[config.mk]
export PLATFORM = sky130hd
export DESIGN_NAME = mem_loader
export DESIGN_NICKNAME = d
export VERILOG_FILES = /design/src/rtl/mem_loader.sv
export SDC_FILE = /design/constraint.sdc
export NUM_CORES = 1
export LEC_CHECK = 0
export CAP_MARGIN = 30
export CORE_MARGIN = 2
export CORE_UTILIZATION = 41
export CTS_CLUSTER_DIAMETER = 30
export CTS_CLUSTER_SIZE = 30
export DETAILED_ROUTE_END_ITERATION = 7
export PLACE_DENSITY_LB_ADDON = 0.05
export SLEW_MARGIN = 20
export SYNTH_ARGS = -nofsm -noshare
export SYNTH_HDL_FRONTEND = slang
export SYNTH_SLANG_ARGS = --single-unit
[constraint.sdc]
create_clock -name clk -period 3.6 [get_ports clk]
set_input_delay 0.9 -clock clk [delete_from_list [all_inputs] [get_ports clk]]
set_output_delay 0.9 -clock clk [all_outputs]
set_load 0.1 [all_outputs]
[src/rtl/mem_loader.sv]
// mem_loader: streams len words from a valid/ready source into a synchronous
// memory starting at base_addr, with registered memory-side outputs.
// Optional readback verification is built when MEM_LOADER_VERIFY_EN is defined:
// the written words are read back, XOR-summed and compared against the XOR of
// the accepted input words; a mismatch raises a sticky error.
module mem_loader #(
  parameter int ADDR = 16,
  parameter int WORD = 32
) (
  input  logic            clk,
  input  logic            reset,
  input  logic            start,
  input  logic [ADDR-1:0] base_addr,
  input  logic [ADDR-1:0] len,
  input  logic            in_valid,
  input  logic [WORD-1:0] in_data,
  output logic            in_ready,
  output logic [ADDR-1:0] mem_addr,
  output logic            mem_write,
  output logic [WORD-1:0] mem_in,
  input  logic [WORD-1:0] mem_out,
  output logic            busy,
  output logic            done,
  output logic            error
);

  typedef enum logic [2:0] {
    IDLE,
    WRITE,
    VREAD,
    VDRAIN,
    DONE
  } state_t;

  state_t          state;
  state_t          state_next;

  logic [ADDR-1:0] base_q;
  logic [ADDR-1:0] len_q;
  logic [ADDR-1:0] idx;
  logic            accept;
  logic            hs;
  logic            last_word;

  assign accept    = (state == IDLE) && start;
  assign hs        = (state == WRITE) && in_valid;
  assign last_word = (idx == (len_q - ADDR'(1)));

`ifdef MEM_LOADER_VERIFY_EN
  logic [ADDR-1:0] rd_idx;
  logic            rd_pres;
  logic            rd_dval;
  logic [WORD-1:0] wr_sum;
  logic [WORD-1:0] rd_sum;
  logic [WORD-1:0] rd_sum_next;
  logic            err_q;

  // mem_out carries read data the cycle after its address was presented
  assign rd_sum_next = rd_dval ? (rd_sum ^ mem_out) : rd_sum;
  assign error       = err_q;
`else
  logic            mem_out_unused;

  assign mem_out_unused = ^mem_out;
  assign error          = 1'b0;
`endif

  // State register
  always_ff @(posedge clk or negedge reset) begin
    if (!reset) begin
      state <= IDLE;
    end else begin
      state <= state_next;
    end
  end

  // Next-state decode and state-derived handshake/status outputs
  always_comb begin
    state_next = state;
    in_ready   = 1'b0;
    busy       = 1'b0;
    case (state)
      IDLE: begin
        if (start) begin
          state_next = (len == '0) ? DONE : WRITE;
        end
      end
      WRITE: begin
        in_ready = 1'b1;
        busy     = 1'b1;
        if (in_valid && last_word) begin
`ifdef MEM_LOADER_VERIFY_EN
          state_next = VREAD;
`else
          state_next = DONE;
`endif
        end
      end
`ifdef MEM_LOADER_VERIFY_EN
      VREAD: begin
        busy = 1'b1;
        // leave once the last read address is on the bus
        if (rd_idx == len_q) begin
          state_next = VDRAIN;
        end
      end
      VDRAIN: begin
        busy       = 1'b1;
        state_next = DONE;
      end
`endif
      DONE: begin
        state_next = IDLE;
      end
      default: begin
        state_next = IDLE;
      end
    endcase
  end

  // Load parameters, word index and registered memory port
  always_ff @(posedge clk or negedge reset) begin
    if (!reset) begin
      base_q    <= '0;
      len_q     <= '0;
      idx       <= '0;
      mem_addr  <= '0;
      mem_write <= 1'b0;
      mem_in    <= '0;
    end else begin
      mem_write <= 1'b0;
      if (accept) begin
        base_q <= base_addr;
        len_q  <= len;
        idx    <= '0;
      end
      if (hs) begin
        mem_write <= 1'b1;
        mem_addr  <= base_q + idx;
        mem_in    <= in_data;
        idx       <= idx + ADDR'(1);
      end
`ifdef MEM_LOADER_VERIFY_EN
      else if ((state == VREAD) && (rd_idx != len_q)) begin
        mem_addr <= base_q + rd_idx;
      end
`endif
    end
  end

  // Completion pulse, one cycle after the DONE state
  always_ff @(posedge clk or negedge reset) begin
    if (!reset) begin
      done <= 1'b0;
    end else begin
      done <= (state == DONE);
    end
  end

`ifdef MEM_LOADER_VERIFY_EN
  // Checksums, readback pipeline flags and sticky verify error
  always_ff @(posedge clk or negedge reset) begin
    if (!reset) begin
      rd_idx  <= '0;
      rd_pres <= 1'b0;
      rd_dval <= 1'b0;
      wr_sum  <= '0;
      rd_sum  <= '0;
      err_q   <= 1'b0;
    end else begin
      rd_pres <= (state == VREAD) && (rd_idx != len_q);
      rd_dval <= rd_pres;
      if (accept) begin
        rd_idx <= '0;
        wr_sum <= '0;
        rd_sum <= '0;
        err_q  <= 1'b0;
      end
      if (hs) begin
        wr_sum <= wr_sum ^ in_data;
      end
      if (state == VREAD) begin
        rd_sum <= rd_sum_next;
        if (rd_idx != len_q) begin
          rd_idx <= rd_idx + ADDR'(1);
        end
      end
      if (state == VDRAIN) begin
        rd_sum <= rd_sum_next;
        err_q  <= (rd_sum_next != wr_sum);
      end
    end
  end
`endif

endmodule

* Yosys cells after proc, flatten, opt, wreduce, memory -nomap -nowiden
Cells that the tools add are included.
Widths: inputs -> output; s select.
** Word-level totals
- Flip-flop bits (word level) :: 101
- Output and inout port bits :: 53
- Logic and storage cells :: 31
** Cells by class
- Add/subtract/negate cells :: 3
- Equal/unequal tests :: 5
- Mux-type cells :: 8
- Reduce and logical (&&, ||, !) cells :: 7
** Operators by type and width (number)
- $mux 16 :: 2
- $add 16x1->16 const B :: 1
- $add 16x16->16 :: 1
- $eq 16x16->1 :: 1
- $logic_not 16->1 :: 1
- $sub 16x1->16 const B :: 1
- $mux 3 :: 3
- $pmux 3 s2 :: 1
- $eq 3x1->1 const B :: 1
- $eq 3x3->1 const B :: 1
- $logic_and 1x1->1 :: 3
- $logic_not 3->1 :: 1
- $mux 1 :: 2
- $ne 2x1->1 const B :: 1
- $ne 2x2->1 const B :: 1
- $reduce_and 2->1 :: 1
- $reduce_bool 2->1 :: 1

* Logic depth before layout (Yosys ltp)
Gate-level depths: netlist (run 1).
- Depth in word-level cells :: 5
- Mapped depth :: 11
- Mapped depth without buffers :: 10

* Worst setup path after synthesis (run 1)
Ideal clock, no wire load.
- Kind :: flip-flop to flip-flop
- Start :: register state[2]
- End :: register idx[13]
- Arrival time :: 3.118 ns
- Slack :: 0.356 ns
- Stages on the path, launching flop included :: 8
- Path buffers :: 0
- Clock period less this slack :: 3.244 ns
- Cells stage by stage :: dfrtp_1 nor2b_1 nand2_1 nor2_1 and3_1 and3_1 nand3_1 mux2i_1
** On the way
- Longest elaborated chain between the ends :: 3
- Elaborated cells between the ends (all ways) :: 6
** RTL lines
- start: declaration :: line 35 : state_t state;
- start signal: assignment :: line 73 : state <= state_next;
- $eq 3x1->1 or $logic_not 3->1 (tied branches) :: line 46, 45
- $logic_and 1x1->1 (on tied branches) :: line 46, 45
- $mux 16 or $reduce_bool 2->1 (tied branches)
- end signal: assignment :: line 141 : idx <= idx + ADDR'(1);
- end: declaration :: line 40 : logic [ADDR-1:0] idx;
Parallel ways exist; a longest one is shown, timed or not.
A chain may end at the register's enable or synchronous reset.

* Worst setup path in the final report (run 1)
- Start :: register len_q[0]
- End :: register state[0]
** On the way
- Longest elaborated chain between the ends :: 5
** RTL lines
- start: declaration :: line 39 : logic [ADDR-1:0] len_q;
- start signal: assignment :: line 134 : len_q <= len;
- $sub 16x1->16 :: line 47 : assign last_word = (idx == (len_q - ADDR'(1)));
- $eq 16x16->1 :: line 47
- $logic_and 1x1->1 :: line 91 : if (in_valid && last_word) begin
- $ne 2x1->1 (no source line)
- $reduce_and 2->1 (no source line)
No other way between the ends.

==> metrics.csv, run 1 <==
metric;value;unit
worst r2r path cells;9;
DP HPWL;9.28;mm
IO Port Bufs;119;
final net count;833;
Endpoint, Worst Hold;done;
Worst Setup Start Kind;register;
Worst path max stage delay;0.61;ns
I/O pins;153;
CTS Hold Bufs;0;
diode count;0;
yosys warns;0;
largest net degree at the start of global routing;63;
commonest non-fill, non-tap cells in the layout;218 x nand2_1, 100 x dfrtp_1, 74 x clkdlybuf4s50_1;
GRT Util Overall;0.192;
CP delay by family, top;simple AND/OR/NAND/NOR gates;
RSZ-0062 raised after global routing;no;
Synthesized Nets;724;
Total Neg Setup Slack;0;ns
Post-Route Utilization;0.539;
Root Buffer;clkbuf_16;
worst hold-check path type;register to register;
status;complete, no violations;
antenna violations before repair;0;
Area contributors post-synth;dfrtp_1 48%, nand2_1 16%, ha_1 4.1%;
number of global-route vias before repair;4336;
Final Cycle Share;0.884;
Via Count;4467;
total gr overflow;0;
DP Area;0.00647;mm²
number of enable flip-flop cells after synthesis;0;
most common cell after layout, fill and taps aside;nand2_1;
DRC Markers;0;
PnR worst setup slack;0.419;ns
share of cells above drive strength 1;0.104;
critical path data required time;3.84;ns
Mapped Area;0.00522;mm²
post-CTS sizing;0;
# rows;41;
CTS tree;yes;
first-pass GRT wire length;20.5;mm
Critical Path Sink Type;register;
leak pwr;3.26;nW
Synth Instances;606;
clk_lat worst skew;0.35;ns
min-delay src;state[0];
sequential-to-total area share from yosys stat;0.479;
Hold Fails Final Rpt;0;
dominant synthesized flop cell;dfrtp_1;
worst path bufs/invs;1;
htree depth;3;
Synth cell types;52;
initial DRC count;158;
Critical Path Fanout Max;8;
slew margin rel.;0.351;
worst endpoint data arrival time;3.42;ns
post-synthesis async set-or-reset flop share;1.00;
per-cell via count in the routed design;5.01;
fillcell total;1207;
DRT antenna net count;0;
WL final;12.5;mm
PD cells;922;mW/mm²
detailed-route wire length per cell;14.0;µm
Max Clk Rate;0.314;GHz
# setup viols final;0;
Area Growth Syn to Fin;29.3;%
clk buf depth;2;
Yosys reg bits;100;
Overall Power;0.00623;W
CP max-delay cell;or4b_1;
Core Footprint;0.0125;mm²
Final GP Congestion;0.935;
die width;117;µm
Setup Buffers After CTS;0;
Pre-antenna DRT Iters;4;
area of the multi-input gates;0.00253;mm²
Slew Limit Fails;0;
CTS sink count;100;
Layout Skew;0.00870;ns
flip-flop and latch area;0.00250;mm²
Max Cap Viol;0;
cell area after layout;0.00675;mm²
Max VDD drop;0.000464;V
Die Footprint;0.0137;mm²
reg-to-reg endpoint;state[0];
CP most frequent cell;or4_1;
CTS buffer count;9;
Place WS;0.413;ns
CP cell instances;inv_1, ha_1, or4b_1, nor4_4, xnor2_1, or4_1, or4_1, o31ai_1, nand2_1;
hold path depth;1;
die height;117;µm
FF-to-FF setup slack;0.42;ns
worst slew pin tran;0.971;ns
Setup CP Type;register to register;
Yosys top cell area share;0.479;
Crit Reg-Reg Startpoint;len_q[0];
clock-pin transition on the worst setup and hold timing paths;0.07;ns
Initial Util;0.417;
Yosys top cell by area;dfrtp_1;
syn avg cell area;8.61;µm²
Final Critical Period;3.18;ns
-- through the flow --
stage	hold slack, ns	std cells
5_1_grt	0.476	891
3_5_place_dp	0.435	876
6_report	0.449	891
4_1_cts	0.448	891
3_3_place_gp	0.435	876
2_1_floorplan	0.417	606
-- cell usage after synthesis (all sizes together), types with 4 or more instances --
| master | number |
|---|---|
| nand4 | 5 |
| a21o | 7 |
| nand3 | 15 |
| buf | 8 |
| dfrtp | 100 |
| xnor2 | 17 |
| ha | 17 |
| nand2 | 219 |
| a21oi | 17 |
| nor2b | 4 |
| clkbuf | 23 |
| nor3 | 13 |
| mux2i | 10 |
| xor2 | 16 |
| o21ai | 35 |
| inv | 13 |
| nor4 | 9 |
| a2111oi | 4 |
| nor2 | 21 |
| and3 | 10 |
-- per-layer routing --
| metal | global-route usage | up-vias | part of all wire |
|---|---|---|---|
| met3 | 0.0572 | 7 | 0.051 |
| met2 | 0.337 | 106 | 0.49 |
| met4 | 0.0502 | 0 | 0.0086 |
| met5 | 0 | - | 0 |
| li1 | - | 2249 | - |
| met1 | 0.231 | 2105 | 0.45 |
-- worst max-delay path by stage --
stage	from	endpoint	slack, ns	cells after the start
2_1_floorplan	state[2]	idx[13]	0.36	7
3_3_place_gp	len_q[0]	state[0]	0.42	9
3_5_place_dp	len_q[0]	state[0]	0.41	9
4_1_cts	len_q[0]	state[0]	0.40	9
5_1_grt	len_q[0]	state[0]	0.19	9
6_report	len_q[0]	state[0]	0.42	9
-- area by class of cell --
class,count,area share
timing repair buffer,129,0.173
clock buffer,10,0.0339
tap,172,0.0319
sequential,100,0.371
multi-input combinational,461,0.375
inverter,14,0.00778
clock inverter,5,0.00797
-- power by group --
group / internal (W) / switching, W / total, W
Combinational: 0.000938 / 0.00248 / 0.00342
Clock: 0.000533 / 0.000415 / 0.000948
Sequential: 0.00152 / 0.000337 / 0.00186
Total: 0.00299 / 0.00323 / 0.00623
-- flip-flops by register name, indices dropped and copies added, names as in the netlist --
name       flops
len_q         16
base_q        16
mem_addr      16
mem_write      1
state          2
idx           16
mem_in        32
done           1
-- cell families after synthesis --
logic type	synth area share
xor gates and xnor gates	0.0554
and+or+nand+nor	0.253
adders and majority gates	0.0446
buffers and inverters	0.0362
other	0.000718
DFF	0.479
muxes	0.0235
AOI/OAI and AO/OA	0.108
Power figures use the tool's default switching activity.
==> inputs of run 2 (changes only) <==
==> constraint.sdc (replaced) <==
create_clock -name clk -period 3.4 [get_ports clk]
set_input_delay 0.85 -clock clk [delete_from_list [all_inputs] [get_ports clk]]
set_output_delay 0.85 -clock clk [all_outputs]
set_load 0.1 [all_outputs]
==> metrics.csv, run 2 (same netlist as run 1, synthesis figures left out) <==
metric;value;unit
CP most frequent cell;or4_1;
Max Cap Viol;0;
PD cells;976;mW/mm²
clock-pin transition on the worst setup and hold timing paths;0.07;ns
Reg with most FFs;mem_in;
cell area after layout;0.00675;mm²
CTS buffer count;9;
CTS tree;yes;
worst hold-check path type;register to register;
clock power share;0.151;
number of global-route vias before repair;4454;
detailed-route wire length per cell;13.8;µm
IO Port Bufs;119;
Net Sw Frac;0.520;
# rows;41;
leak pwr;3.27;nW
PnR worst setup slack;0.381;ns
DP Area;0.00646;mm²
Worst path max stage delay;0.57;ns
max FFs per register;32;
Critical Path Fanout Max;5;
Place WS;0.376;ns
initial DRC count;190;
GRT Util Overall;0.197;
I/O pins;153;
most common cell after layout, fill and taps aside;nand2_1;
DP HPWL;9.21;mm
Setup Buffers After CTS;0;
RSZ-0062 raised after global routing;no;
CP max-delay cell;or4b_1;
Root Buffer;clkbuf_16;
Final Critical Period;3.02;ns
Via Count;4422;
diode count;0;
Layout Skew;0.00401;ns
critical path data required time;3.64;ns
clk buf depth;2;
clk_lat worst skew;0.35;ns
Final Cycle Share;0.888;
largest net degree at the start of global routing;64;
Die Footprint;0.0137;mm²
Final GP Congestion;0.932;
Max VDD drop;0.000495;V
antenna violations before repair;0;
WL final;12.4;mm
slew margin rel.;0.614;
per-cell via count in the routed design;4.95;
Initial Util;0.417;
CP delay by family, top;simple AND/OR/NAND/NOR gates;
worst endpoint data arrival time;3.26;ns
CTS sink count;100;
Worst Setup Start Kind;register;
Core Footprint;0.0125;mm²
worst slew pin tran;0.578;ns
share of cells above drive strength 1;0.119;
total gr overflow;0;
Post-Route Utilization;0.539;
Pre-antenna DRT Iters;4;
Total Neg Setup Slack;0;ns
post-CTS sizing;0;
Max Clk Rate;0.331;GHz
CP cell instances;inv_1, ha_1, or4b_1, nor4_4, xnor2_1, or4_1, or4_1, o31ai_1, nand2_1;
die height;117;µm
Setup CP Type;register to register;
final net count;835;
die width;117;µm
commonest non-fill, non-tap cells in the layout;218 x nand2_1, 100 x dfrtp_1, 66 x clkdlybuf4s50_1;
first-pass GRT wire length;21.1;mm
Int Pwr;0.00316;W
Net Sw Power;0.00343;W
CTS Hold Bufs;0;
Hold Fails Final Rpt;0;
Critical Path Sink Type;register;
# setup viols final;0;
worst path bufs/invs;1;
DRC Markers;0;
Area Growth Syn to Fin;29.4;%
Reg power frac;0.299;
status;complete, no violations;
combinational share of power;0.551;
DRT antenna net count;0;
htree depth;3;
Slew Limit Fails;0;
==> run 2: cell count changes in the layout (fill, tap and decap cells not counted) <==
cell,delta
bufinv_16,-1
clkdlybuf4s50_1,-8
buf_4,+10
clkinv_2,-2
clkinvlp_4,+2
clkbuf_8,+3
clkinv_4,-1
==> run 2: per-stage QoR <==
| step | hold WS [ns] | total power (W) | cells |
|---|---|---|---|
| final | 0.453 | 0.00659 | 894 |
| after global routing | 0.490 | 0.00702 | 894 |
| after CTS | 0.453 | 0.00666 | 894 |
| after detailed placement | 0.447 | 0.00564 | 878 |
| after global placement | 0.436 | 0.00558 | 878 |
| after floorplan | 0.417 | 0.00477 | 606 |
==> run 2: power groups by stage <==
stage / sequential [W] / combinational [W] / clock (W)
2_1_floorplan: 0.00340 / 0.00136 / 0
3_3_place_gp: 0.00197 / 0.00361 / 0
3_5_place_dp: 0.00199 / 0.00365 / 0
4_1_cts: 0.00197 / 0.00366 / 0.00103
5_1_grt: 0.00204 / 0.00390 / 0.00107
6_report: 0.00197 / 0.00363 / 0.000994
==> run 2: cell type report <==
class	count	area [µm²]
tap	172	215
sequential	100	2500
fill	1219	5760
clock buffer	13	270
timing repair buffer	131	1160
inverter	14	52.6
clock inverter	3	20.0
multi-input combinational	461	2530
==> run 2: worst paths after layout <==
path                          start     endpoint  slack (ns)  depth (start not counted)
setup / recovery           len_q[0]     state[0]        0.38                          9
hold / removal             state[0]         done        0.45                          1
setup reg to reg           len_q[0]     state[0]        0.38                          9
hold reg to reg            state[0]         done        0.45                          1
max in group asynchronous     reset     len_q[9]        2.24                          2
min in group asynchronous     reset  mem_addr[3]        0.46                          1
==> run 2: layer usage <==
| layer | global-route usage | part of all wire | up-vias |
|---|---|---|---|
| met5 | 0 | 0 | - |
| li1 | - | - | 2257 |
| met1 | 0.234 | 0.44 | 2049 |
| met2 | 0.343 | 0.49 | 103 |
| met4 | 0.0627 | 0.015 | 0 |
| met3 | 0.0597 | 0.059 | 13 |
